==> src/rtl/display_scan_ctrl.sv <==
// Multiplexed 7-segment scan controller: sequential binary-to-BCD conversion
// (double dabble) feeding a time-shared digit-code / anode-select output.
//
// state  | meaning
// IDLE   | waiting for load; display register holds last committed value
// SHIFT  | VAL_W shift-add-3 iterations on {bcd, bin}
// COMMIT | copy finished BCD to display register, drop busy
module display_scan_ctrl #(
    parameter int DIGITS   = 4,
    parameter int VAL_W    = 14,
    parameter int SCAN_DIV = 100000
) (
    input  logic              clk,
    input  logic              rst,
    input  logic [VAL_W-1:0]  value,
    input  logic              load,
    input  logic              full_flag,
    input  logic              lz_blank,
    output logic [3:0]        digit_code,
    output logic [DIGITS-1:0] an,
    output logic              busy
);

    localparam int BW = 4 * DIGITS;
    localparam int CW = $clog2(VAL_W + 1);
    localparam int PW = $clog2(SCAN_DIV);
    localparam int IW = $clog2(DIGITS);
    localparam int XW = (VAL_W > 32) ? VAL_W : 32;

    function automatic longint unsigned pow10(input int n);
        longint unsigned r;
        r = 1;
        for (int i = 0; i < n; i++) r = r * 10;
        return r;
    endfunction

    localparam longint unsigned MAXV = pow10(DIGITS) - 1;

    typedef enum logic [1:0] {IDLE, SHIFT, COMMIT} state_t;

    state_t          state, state_nxt;
    logic [VAL_W-1:0] bin, bin_nxt;
    logic [BW-1:0]   bcd, bcd_nxt, adj;
    logic [BW-1:0]   disp, disp_nxt;
    logic [CW-1:0]   cnt, cnt_nxt;
    logic [PW-1:0]   pre;
    logic [IW-1:0]   idx;
    logic [XW-1:0]   value_x;
    logic            sat;
    logic            upper_zero;
    logic [3:0]      sel, code_nxt;
    logic [DIGITS-1:0] an_nxt;

    assign value_x = XW'(value);
    assign sat     = value_x > XW'(MAXV);
    assign busy    = (state != IDLE);

    always_ff @(posedge clk) begin
        if (rst) state <= IDLE;
        else     state <= state_nxt;
    end

    always_comb begin
        state_nxt = state;
        bin_nxt   = bin;
        bcd_nxt   = bcd;
        cnt_nxt   = cnt;
        disp_nxt  = disp;
        adj       = bcd;
        for (int i = 0; i < DIGITS; i++) begin
            if (bcd[4*i +: 4] >= 4'd5) adj[4*i +: 4] = bcd[4*i +: 4] + 4'd3;
        end
        case (state)
            IDLE: begin
                if (load) begin
                    bin_nxt   = sat ? VAL_W'(MAXV) : value;
                    bcd_nxt   = '0;
                    cnt_nxt   = CW'(VAL_W - 1);
                    state_nxt = SHIFT;
                end
            end
            SHIFT: begin
                bcd_nxt = {adj[BW-2:0], bin[VAL_W-1]};
                bin_nxt = bin << 1;
                cnt_nxt = cnt - CW'(1);
                if (cnt == '0) state_nxt = COMMIT;
            end
            COMMIT: begin
                disp_nxt  = bcd;
                state_nxt = IDLE;
            end
            default: state_nxt = IDLE;
        endcase
    end

    // Blanking looks at the selected digit and everything more significant.
    always_comb begin
        upper_zero = 1'b1;
        sel        = 4'd0;
        an_nxt     = '1;
        for (int i = 0; i < DIGITS; i++) begin
            if (IW'(i) >= idx && disp[4*i +: 4] != 4'd0) upper_zero = 1'b0;
            if (IW'(i) == idx) begin
                sel       = disp[4*i +: 4];
                an_nxt[i] = 1'b0;
            end
        end
        if (full_flag)                                  code_nxt = 4'd10;
        else if (lz_blank && idx != '0 && upper_zero)   code_nxt = 4'd15;
        else                                            code_nxt = sel;
    end

    always_ff @(posedge clk) begin
        if (rst) begin
            bin        <= '0;
            bcd        <= '0;
            cnt        <= '0;
            disp       <= '0;
            pre        <= '0;
            idx        <= '0;
            an         <= '1;
            digit_code <= 4'd15;
        end else begin
            bin        <= bin_nxt;
            bcd        <= bcd_nxt;
            cnt        <= cnt_nxt;
            disp       <= disp_nxt;
            an         <= an_nxt;
            digit_code <= code_nxt;
            if (pre == PW'(SCAN_DIV - 1)) begin
                pre <= '0;
                idx <= (idx == IW'(DIGITS - 1)) ? '0 : idx + IW'(1);
            end else begin
                pre <= pre + PW'(1);
            end
        end
    end

endmodule
==> config.mk <==
export PLATFORM = sky130hd
export DESIGN_NAME = display_scan_ctrl
export DESIGN_NICKNAME = d
export VERILOG_FILES = /design/src/rtl/display_scan_ctrl.sv
export SDC_FILE = /design/constraint.sdc
export NUM_CORES = 1
export LEC_CHECK = 0
export CAP_MARGIN = 40
export CORE_ASPECT_RATIO = 1.2
export CORE_MARGIN = 4
export CORE_UTILIZATION = 58
export DETAILED_ROUTE_END_ITERATION = 8
export PLACE_DENSITY = 0.79
export SYNTH_ARGS = -nofsm -noshare
export SYNTH_HDL_FRONTEND = slang
export SYNTH_SLANG_ARGS = --single-unit
==> constraint.sdc <==
create_clock -name clk -period 2.8 [get_ports clk]
set_clock_uncertainty 0.15 [all_clocks]
set_input_delay 0.56 -clock clk [delete_from_list [all_inputs] [get_ports clk]]
set_output_delay 0.56 -clock clk [all_outputs]
set_load 0.05 [all_outputs]
==> results of run 1 <==
[power breakdown]
group / total, W / switching (W) / internal, W / leakage [nW]
clock network: 0.000898 / 0.000414 / 0.000485 / 0.101
logic: 0.000228 / 0.000134 / 0.0000933 / 0.749
registers: 0.00118 / 0.0000229 / 0.00116 / 0.643
[final cells by class]
| type | instances | area, um2 | share of cell area (%) |
|---|---|---|---|
| Inverter | 28 | 105 | 2.53 |
| Clock buffer | 12 | 165 | 3.98 |
| Sequential cell | 79 | 1580 | 38.1 |
| Multi-Input combinational cell | 294 | 1820 | 43.9 |
| Timing Repair Buffer | 34 | 318 | 7.66 |
| Clock inverter | 4 | 52.6 | 1.27 |
| Tap cell | 82 | 103 | 2.47 |
[worst paths after layout]
kind,startpoint,to,slack (ns),cells past startpoint
worst max-delay path,state[0]$_SDFFE_PP0P_,busy,0.41,2
worst max register to register,pre[0]$_SDFF_PP0_,pre[6]$_SDFF_PP0_,0.49,5
worst min register to register,disp[3]$_SDFFE_PP0N_,disp[3]$_SDFFE_PP0N_,0.31,2
worst min-delay path,disp[3]$_SDFFE_PP0N_,disp[3]$_SDFFE_PP0N_,0.31,2
[cells by family (layout without fill, tap and decap cells)]
| kind of cell | Yosys count | after routing | share of synthesized area (%) |
|---|---|---|---|
| simple gates | 163 | 163 | 22.6 |
| flops | 79 | 79 | 44.0 |
| compound gates | 89 | 89 | 16.2 |
| mux | 5 | 5 | 1.39 |
| xor+xnor | 22 | 22 | 5.36 |
| fa+ha+maj | 15 | 15 | 5.22 |
| buf+inv | 50 | 78 | 5.33 |
[placed cells by master (no fill, tap or decap), types with 2 or more instances in the layout]
| cell type | n |
|---|---|
| dfxtp_1 | 79 |
| nor2_1 | 49 |
| nand2_1 | 45 |
| a21oi_1 | 40 |
| inv_1 | 28 |
| clkdlybuf4s50_1 | 26 |
| xnor2_1 | 18 |
| ha_1 | 15 |
| o21ai_0 | 13 |
| clkbuf_8 | 12 |
| nand2b_1 | 11 |
| nor3_1 | 9 |
| nand3_1 | 9 |
| a22o_1 | 8 |
| nor3b_1 | 7 |
| buf_4 | 7 |
| a222oi_1 | 6 |
| nand4_1 | 6 |
| nor4_1 | 6 |
| a2111oi_0 | 6 |
| mux2i_1 | 5 |
| a22oi_1 | 4 |
| xor2_1 | 4 |
| or3_1 | 4 |
| nand3b_1 | 4 |
| or2_2 | 3 |
| nor2b_1 | 3 |
| a211oi_1 | 3 |
| clkinvlp_4 | 3 |
| or4_1 | 2 |
| o2111ai_1 | 2 |
[worst max-delay path, delay by kind of cell (launching register included)]
family / cells / cell delay [ns]
and+or+nand+nor: 1 / 0.30
buffers and inverters: 1 / 0.71
DFF: 1 / 0.31
[per-layer routing]
layer | up-vias | track usage [%]
met5 | - | 0
met3 | 15 | 5.47
li1 | 1511 | -
met1 | 1420 | 23.4
met4 | 0 | 11.4
met2 | 73 | 37.8
[sequential cells by signal, summed over array words and instances (netlist names)]
name,flops
pre,17
bcd,16
disp,16
bin,14
an,4
cnt,4
digit_code,4
idx,2
state,2
[per-stage QoR]
step	cell area (um2)	setup WS, ns	total power (W)
after floorplan	3590	0.835	0.00136
after global placement	3930	0.534	0.00143
after detailed placement	3930	0.452	0.00144
after CTS	4150	0.389	0.00234
after global routing	4150	0.317	0.00240
final	4150	0.412	0.00231
==> impl_metrics.xml, run 1 <==
<?xml version="1.0" encoding="UTF-8"?>
<metrics>
  <group name="finish">
    <metric name="syn2layout_area_growth" unit="%">15.3</metric>
    <metric name="final-instance-count-excl-fill" unit="">533</metric>
    <metric name="drive_above_1_share" unit="%">7.10</metric>
    <metric name="fin_util" unit="%">69.0</metric>
    <metric name="fill_cell_total_of_the_finished_layout" unit="">511</metric>
    <metric name="count_of_antenna_diodes_in_the_layout" unit="">0</metric>
    <metric name="fin_nets" unit="">480</metric>
  </group>
  <group name="clocking">
    <metric name="clock_tree_buffer_depth" unit="">2</metric>
    <metric name="cts-hold-fix-buffers" unit="">0</metric>
    <metric name="post_cts_buffers" unit="">0</metric>
    <metric name="clkSlewWorstSetupHoldPaths" unit="ns">0.09</metric>
    <metric name="number_of_clock_sinks" unit="">79</metric>
    <metric name="ctsResizeCount" unit="">0</metric>
    <metric name="cts_tree" unit="">built</metric>
    <metric name="root_buffer" unit="">clkbuf_8</metric>
    <metric name="insertion_delay" unit="ns">0.36</metric>
    <metric name="htree_levels" unit="">3</metric>
    <metric name="cts_buffers" unit="">9</metric>
  </group>
  <group name="floorplanning">
    <metric name="placement_rows" unit="">31</metric>
    <metric name="dieHeight" unit="um">94.2</metric>
    <metric name="fp.dieW" unit="um">79.9</metric>
    <metric name="top_level_ports" unit="">28</metric>
    <metric name="fp.dieArea" unit="um2">7530</metric>
    <metric name="floorplan.core_area" unit="um2">6010</metric>
    <metric name="initial_core_utilization" unit="%">59.8</metric>
  </group>
  <group name="detailed_routing">
    <metric name="drt-met1-wl" unit="mm">3.15</metric>
    <metric name="postRouteAntennaNets" unit="">0</metric>
    <metric name="wl_met2" unit="mm">3.82</metric>
    <metric name="drt_iter0_markers" unit="">145</metric>
    <metric name="wl" unit="mm">7.50</metric>
    <metric name="vias" unit="">3019</metric>
    <metric name="top_signal_layer_used" unit="">met4</metric>
    <metric name="drt-vias-per-instance" unit="">5.66</metric>
    <metric name="wl_met3" unit="um">299</metric>
    <metric name="post_detailed_route_wirelength_per_cell" unit="um">14.1</metric>
    <metric name="drtPass1Iterations" unit="">4</metric>
    <metric name="drc" unit="">0</metric>
  </group>
  <group name="placed_design">
    <metric name="place.gp.congestion" unit="">0.908</metric>
    <metric name="numPlacedInstances" unit="">517</metric>
    <metric name="portBuffers" unit="">27</metric>
    <metric name="dp.final_hpwl" unit="mm">5.42</metric>
  </group>
  <group name="logic_synthesis">
    <metric name="synth_area" unit="um2">3590</metric>
    <metric name="synth_top_area_share" unit="%">44.0</metric>
    <metric name="yosys_reg_bits" unit="">79</metric>
    <metric name="ys_top_cells_by_count" unit="">dfxtp_1, nor2_1, nand2_1, a21oi_1, inv_1</metric>
    <metric name="synth-main-ff-cell" unit="">dfxtp_1</metric>
    <metric name="syn_nets" unit="">457</metric>
    <metric name="yosysWarnings" unit="">0</metric>
    <metric name="fraction_of_the_yosys_area_taken_by_sequential_cells" unit="%">44.0</metric>
    <metric name="gate_count_post_synth" unit="">423</metric>
    <metric name="synth_enable_flop_cells" unit="">0</metric>
    <metric name="post_synth_main_area_contributors" unit="">dfxtp_1, a21oi_1, ha_1, nor2_1, nand2_1</metric>
    <metric name="synth-async-reset-ratio" unit="%">0</metric>
    <metric name="yosys.cell_types.count" unit="">42</metric>
    <metric name="average_size_of_a_mapped_cell" unit="um2">8.50</metric>
    <metric name="synthDominantAreaCellType" unit="">dfxtp_1</metric>
    <metric name="synth_most_common_cell" unit="">dfxtp_1</metric>
  </group>
  <group name="timing">
    <metric name="fmaxAchievable" unit="MHz">419</metric>
    <metric name="finalHoldViolations" unit="">0</metric>
    <metric name="setup_viol_count_final" unit="">0</metric>
    <metric name="min_period" unit="ns">2.39</metric>
    <metric name="timing_worst_slew_pin_value" unit="ns">0.664</metric>
    <metric name="timing.final.crit_share" unit="%">85.3</metric>
    <metric name="fin_setup_tns" unit="ns">0</metric>
    <metric name="slew_headroom" unit="%">55.5</metric>
    <metric name="final_max_slew_viol_count" unit="">0</metric>
    <metric name="unrepaired_setup_endpoints_after_global_routing" unit="">no</metric>
    <metric name="finalHoldWorstSlack" unit="ns">0.309</metric>
  </group>
  <group name="grt">
    <metric name="grt_start_max_net_pins" unit="">34</metric>
    <metric name="antenna_found_initial" unit="">0</metric>
    <metric name="via_count_of_the_first_global_routing_pass" unit="">2901</metric>
    <metric name="grt_pass1_wl" unit="mm">12.7</metric>
    <metric name="gr-usage-all-layers" unit="%">21.5</metric>
    <metric name="total_global_routing_overflow" unit="">0</metric>
  </group>
  <group name="setup_path">
    <metric name="critPathArrivalTime" unit="ns">1.68</metric>
    <metric name="slowest_delay" unit="ns">0.71</metric>
    <metric name="timing.critical_path.cells" unit="">or2_2 -&gt; clkdlybuf4s50_1</metric>
    <metric name="worstPathRequired" unit="ns">2.09</metric>
    <metric name="critical-path-slowest-cell" unit="">clkdlybuf4s50_1</metric>
    <metric name="setup.worst_path.start_class" unit="">flop</metric>
    <metric name="critical_path.max_fanout" unit="">2</metric>
    <metric name="end_kind" unit="">output pin</metric>
    <metric name="critPathKind" unit="">flop to output pin</metric>
  </group>
  <group name="status">
    <metric name="outcome" unit="">complete, no violations</metric>
  </group>
  <group name="pwr">
    <metric name="power-per-cell-area" unit="nW/um2">557</metric>
    <metric name="static_leakage_power" unit="nW">1.49</metric>
    <metric name="worst_ir_drop_vdd" unit="uV">364</metric>
  </group>
  <group name="run">
    <metric name="max_cap_viols" unit="">0</metric>
  </group>
  <group name="worst_hold_path">
    <metric name="worstHoldPathType" unit="">flop to flop</metric>
  </group>
</metrics>
Note: power is estimated with default switching activity, not from simulation.
==> run 2, diff against run 1 <==
- SLEW_MARGIN: default -> 20
==> results of run 2 <==
Final layout, timing and power as in run 1 (identical DEF).
==> run 3, diff against run 2 <==
--- a/constraint.sdc
+++ b/constraint.sdc
@@ -3,3 +3,3 @@
 set_input_delay 0.56 -clock clk [delete_from_list [all_inputs] [get_ports clk]]
 set_output_delay 0.56 -clock clk [all_outputs]
-set_load 0.05 [all_outputs]
+set_load 0.01 [all_outputs]
==> impl_metrics.xml, run 3 (synthesis results as in run 1) <==
<?xml version="1.0" encoding="UTF-8"?>
<metrics>
  <group name="run">
    <metric name="max_cap_viols" unit="">0</metric>
  </group>
  <group name="finish">
    <metric name="drive_above_1_share" unit="%">7.10</metric>
    <metric name="final_common_cell" unit="">dfxtp_1</metric>
    <metric name="syn2layout_area_growth" unit="%">15.1</metric>
    <metric name="final-instance-count-excl-fill" unit="">533</metric>
    <metric name="count_of_antenna_diodes_in_the_layout" unit="">0</metric>
    <metric name="most-common-layout-cells" unit="">dfxtp_1, nor2_1, nand2_1</metric>
    <metric name="fin_nets" unit="">480</metric>
    <metric name="fill_cell_total_of_the_finished_layout" unit="">524</metric>
    <metric name="reg_top3" unit="">pre (17), bcd (16), disp (16)</metric>
    <metric name="flip_flop_count_of_the_largest_register_all_copies_and_words_added" unit="">17</metric>
    <metric name="largest_register" unit="">pre</metric>
  </group>
  <group name="setup_path">
    <metric name="critPathArrivalTime" unit="ns">1.60</metric>
    <metric name="worstPathRequired" unit="ns">2.09</metric>
    <metric name="slowest_delay" unit="ns">0.53</metric>
    <metric name="critPathKind" unit="">flop to output pin</metric>
    <metric name="critical_path.max_fanout" unit="">11</metric>
    <metric name="setup.worst_path.start_class" unit="">flop</metric>
    <metric name="end_kind" unit="">output pin</metric>
    <metric name="timing.critical_path.cells" unit="">or2_2 -&gt; clkdlybuf4s50_1</metric>
    <metric name="critical-path-slowest-cell" unit="">dfxtp_1</metric>
  </group>
  <group name="clocking">
    <metric name="ctsResizeCount" unit="">0</metric>
    <metric name="number_of_clock_sinks" unit="">79</metric>
    <metric name="post_cts_buffers" unit="">0</metric>
    <metric name="clkSlewWorstSetupHoldPaths" unit="ns">0.08</metric>
    <metric name="root_buffer" unit="">clkbuf_8</metric>
    <metric name="cts-hold-fix-buffers" unit="">0</metric>
    <metric name="cts_buffers" unit="">9</metric>
    <metric name="cts_tree" unit="">built</metric>
    <metric name="clock_tree_buffer_depth" unit="">2</metric>
    <metric name="htree_levels" unit="">3</metric>
    <metric name="insertion_delay" unit="ns">0.36</metric>
  </group>
  <group name="detailed_routing">
    <metric name="drc" unit="">0</metric>
    <metric name="postRouteAntennaNets" unit="">0</metric>
    <metric name="post_detailed_route_wirelength_per_cell" unit="um">14.2</metric>
    <metric name="drtPass1Iterations" unit="">4</metric>
    <metric name="wl" unit="mm">7.54</metric>
    <metric name="drt_iter0_markers" unit="">176</metric>
    <metric name="drt-vias-per-instance" unit="">5.61</metric>
    <metric name="vias" unit="">2991</metric>
  </group>
  <group name="floorplanning">
    <metric name="fp.dieW" unit="um">79.9</metric>
    <metric name="fp.dieArea" unit="um2">7530</metric>
    <metric name="dieHeight" unit="um">94.2</metric>
    <metric name="initial_core_utilization" unit="%">59.8</metric>
    <metric name="floorplan.core_area" unit="um2">6010</metric>
    <metric name="placement_rows" unit="">31</metric>
    <metric name="top_level_ports" unit="">28</metric>
  </group>
  <group name="pwr">
    <metric name="worst_ir_drop_vdd" unit="uV">415</metric>
    <metric name="power-per-cell-area" unit="nW/um2">549</metric>
    <metric name="static_leakage_power" unit="nW">1.50</metric>
    <metric name="design_power_total" unit="W">0.00227</metric>
  </group>
  <group name="timing">
    <metric name="timing_worst_slew_pin_value" unit="ns">0.826</metric>
    <metric name="fin_setup_tns" unit="ns">0</metric>
    <metric name="timing.final.crit_share" unit="%">82.3</metric>
    <metric name="final_max_slew_viol_count" unit="">0</metric>
    <metric name="finalHoldViolations" unit="">0</metric>
    <metric name="unrepaired_setup_endpoints_after_global_routing" unit="">no</metric>
    <metric name="min_period" unit="ns">2.31</metric>
    <metric name="slew_headroom" unit="%">44.8</metric>
    <metric name="setup_viol_count_final" unit="">0</metric>
    <metric name="fmaxAchievable" unit="MHz">434</metric>
  </group>
  <group name="placed_design">
    <metric name="dp.final_hpwl" unit="mm">5.33</metric>
    <metric name="place.gp.congestion" unit="">0.816</metric>
    <metric name="numPlacedInstances" unit="">517</metric>
    <metric name="portBuffers" unit="">27</metric>
  </group>
  <group name="grt">
    <metric name="antenna_found_initial" unit="">0</metric>
    <metric name="grt_pass1_wl" unit="mm">12.8</metric>
    <metric name="global_route_track_usage_on_met1" unit="%">25.8</metric>
    <metric name="total_global_routing_overflow" unit="">0</metric>
    <metric name="gr-max-usage-layer" unit="">met2</metric>
    <metric name="groute.layer.met2.usage" unit="%">37.0</metric>
    <metric name="via_count_of_the_first_global_routing_pass" unit="">2851</metric>
    <metric name="grt_start_max_net_pins" unit="">36</metric>
    <metric name="met3_usage" unit="%">5.66</metric>
    <metric name="gr-usage-all-layers" unit="%">22.0</metric>
  </group>
  <group name="worst_hold_path">
    <metric name="worstHoldPathType" unit="">flop to flop</metric>
  </group>
  <group name="status">
    <metric name="outcome" unit="">complete, no violations</metric>
  </group>
</metrics>
[run 3: final timing paths]
| kind | cells after the start | startpoint | endpoint | slack, ns |
|---|---|---|---|---|
| max | 2 | state[0]$_SDFFE_PP0P_ | busy | 0.49 |
| min | 2 | disp[3]$_SDFFE_PP0N_ | disp[3]$_SDFFE_PP0N_ | 0.31 |
| max reg2reg | 5 | pre[0]$_SDFF_PP0_ | pre[6]$_SDFF_PP0_ | 0.50 |
| min reg2reg | 2 | disp[3]$_SDFFE_PP0N_ | disp[3]$_SDFFE_PP0N_ | 0.31 |
[run 3: where the power goes]
part	switching (W)	internal, W
Combinational	0.000112	0.0000937
Clock	0.000419	0.000459
Sequential	0.0000279	0.00116
[run 3: routing by layer]
layer | vias up | wire length [um]
met3 | 17 | 343
met4 | 0 | 194
met5 | - | 0
li1 | 1508 | -
met2 | 76 | 3740
met1 | 1390 | 3270
[run 3: cell type report]
type	instances	area (um2)	area share, %
clock buffer	11	151	3.66
clock inverter	5	56.3	1.36
inverter	28	105	2.54
multi-input combinational	294	1820	44.0
sequential	79	1580	38.2
tap	82	103	2.48
timing repair buffer	34	318	7.68
[run 3: stage by stage]
step	utilization, %	worst slack [ns]	hold WS (ns)	area [um2]
4_1_cts	68.8	0.480	0.313	4140
3_5_place_dp	65.3	0.429	0.301	3930
2_1_floorplan	-	0.835	0.280	3590
3_3_place_gp	65.3	0.488	0.293	3930
5_1_grt	68.8	0.327	0.333	4140
6_report	68.8	0.494	0.313	4140
[run 3: worst max-delay path, delay by kind of cell, from the launching register on]
kind,cells,cell delay (ns)
flip-flops,1,0.53
buffers and inverters,1,0.53
AND/OR/NAND/NOR,1,0.18
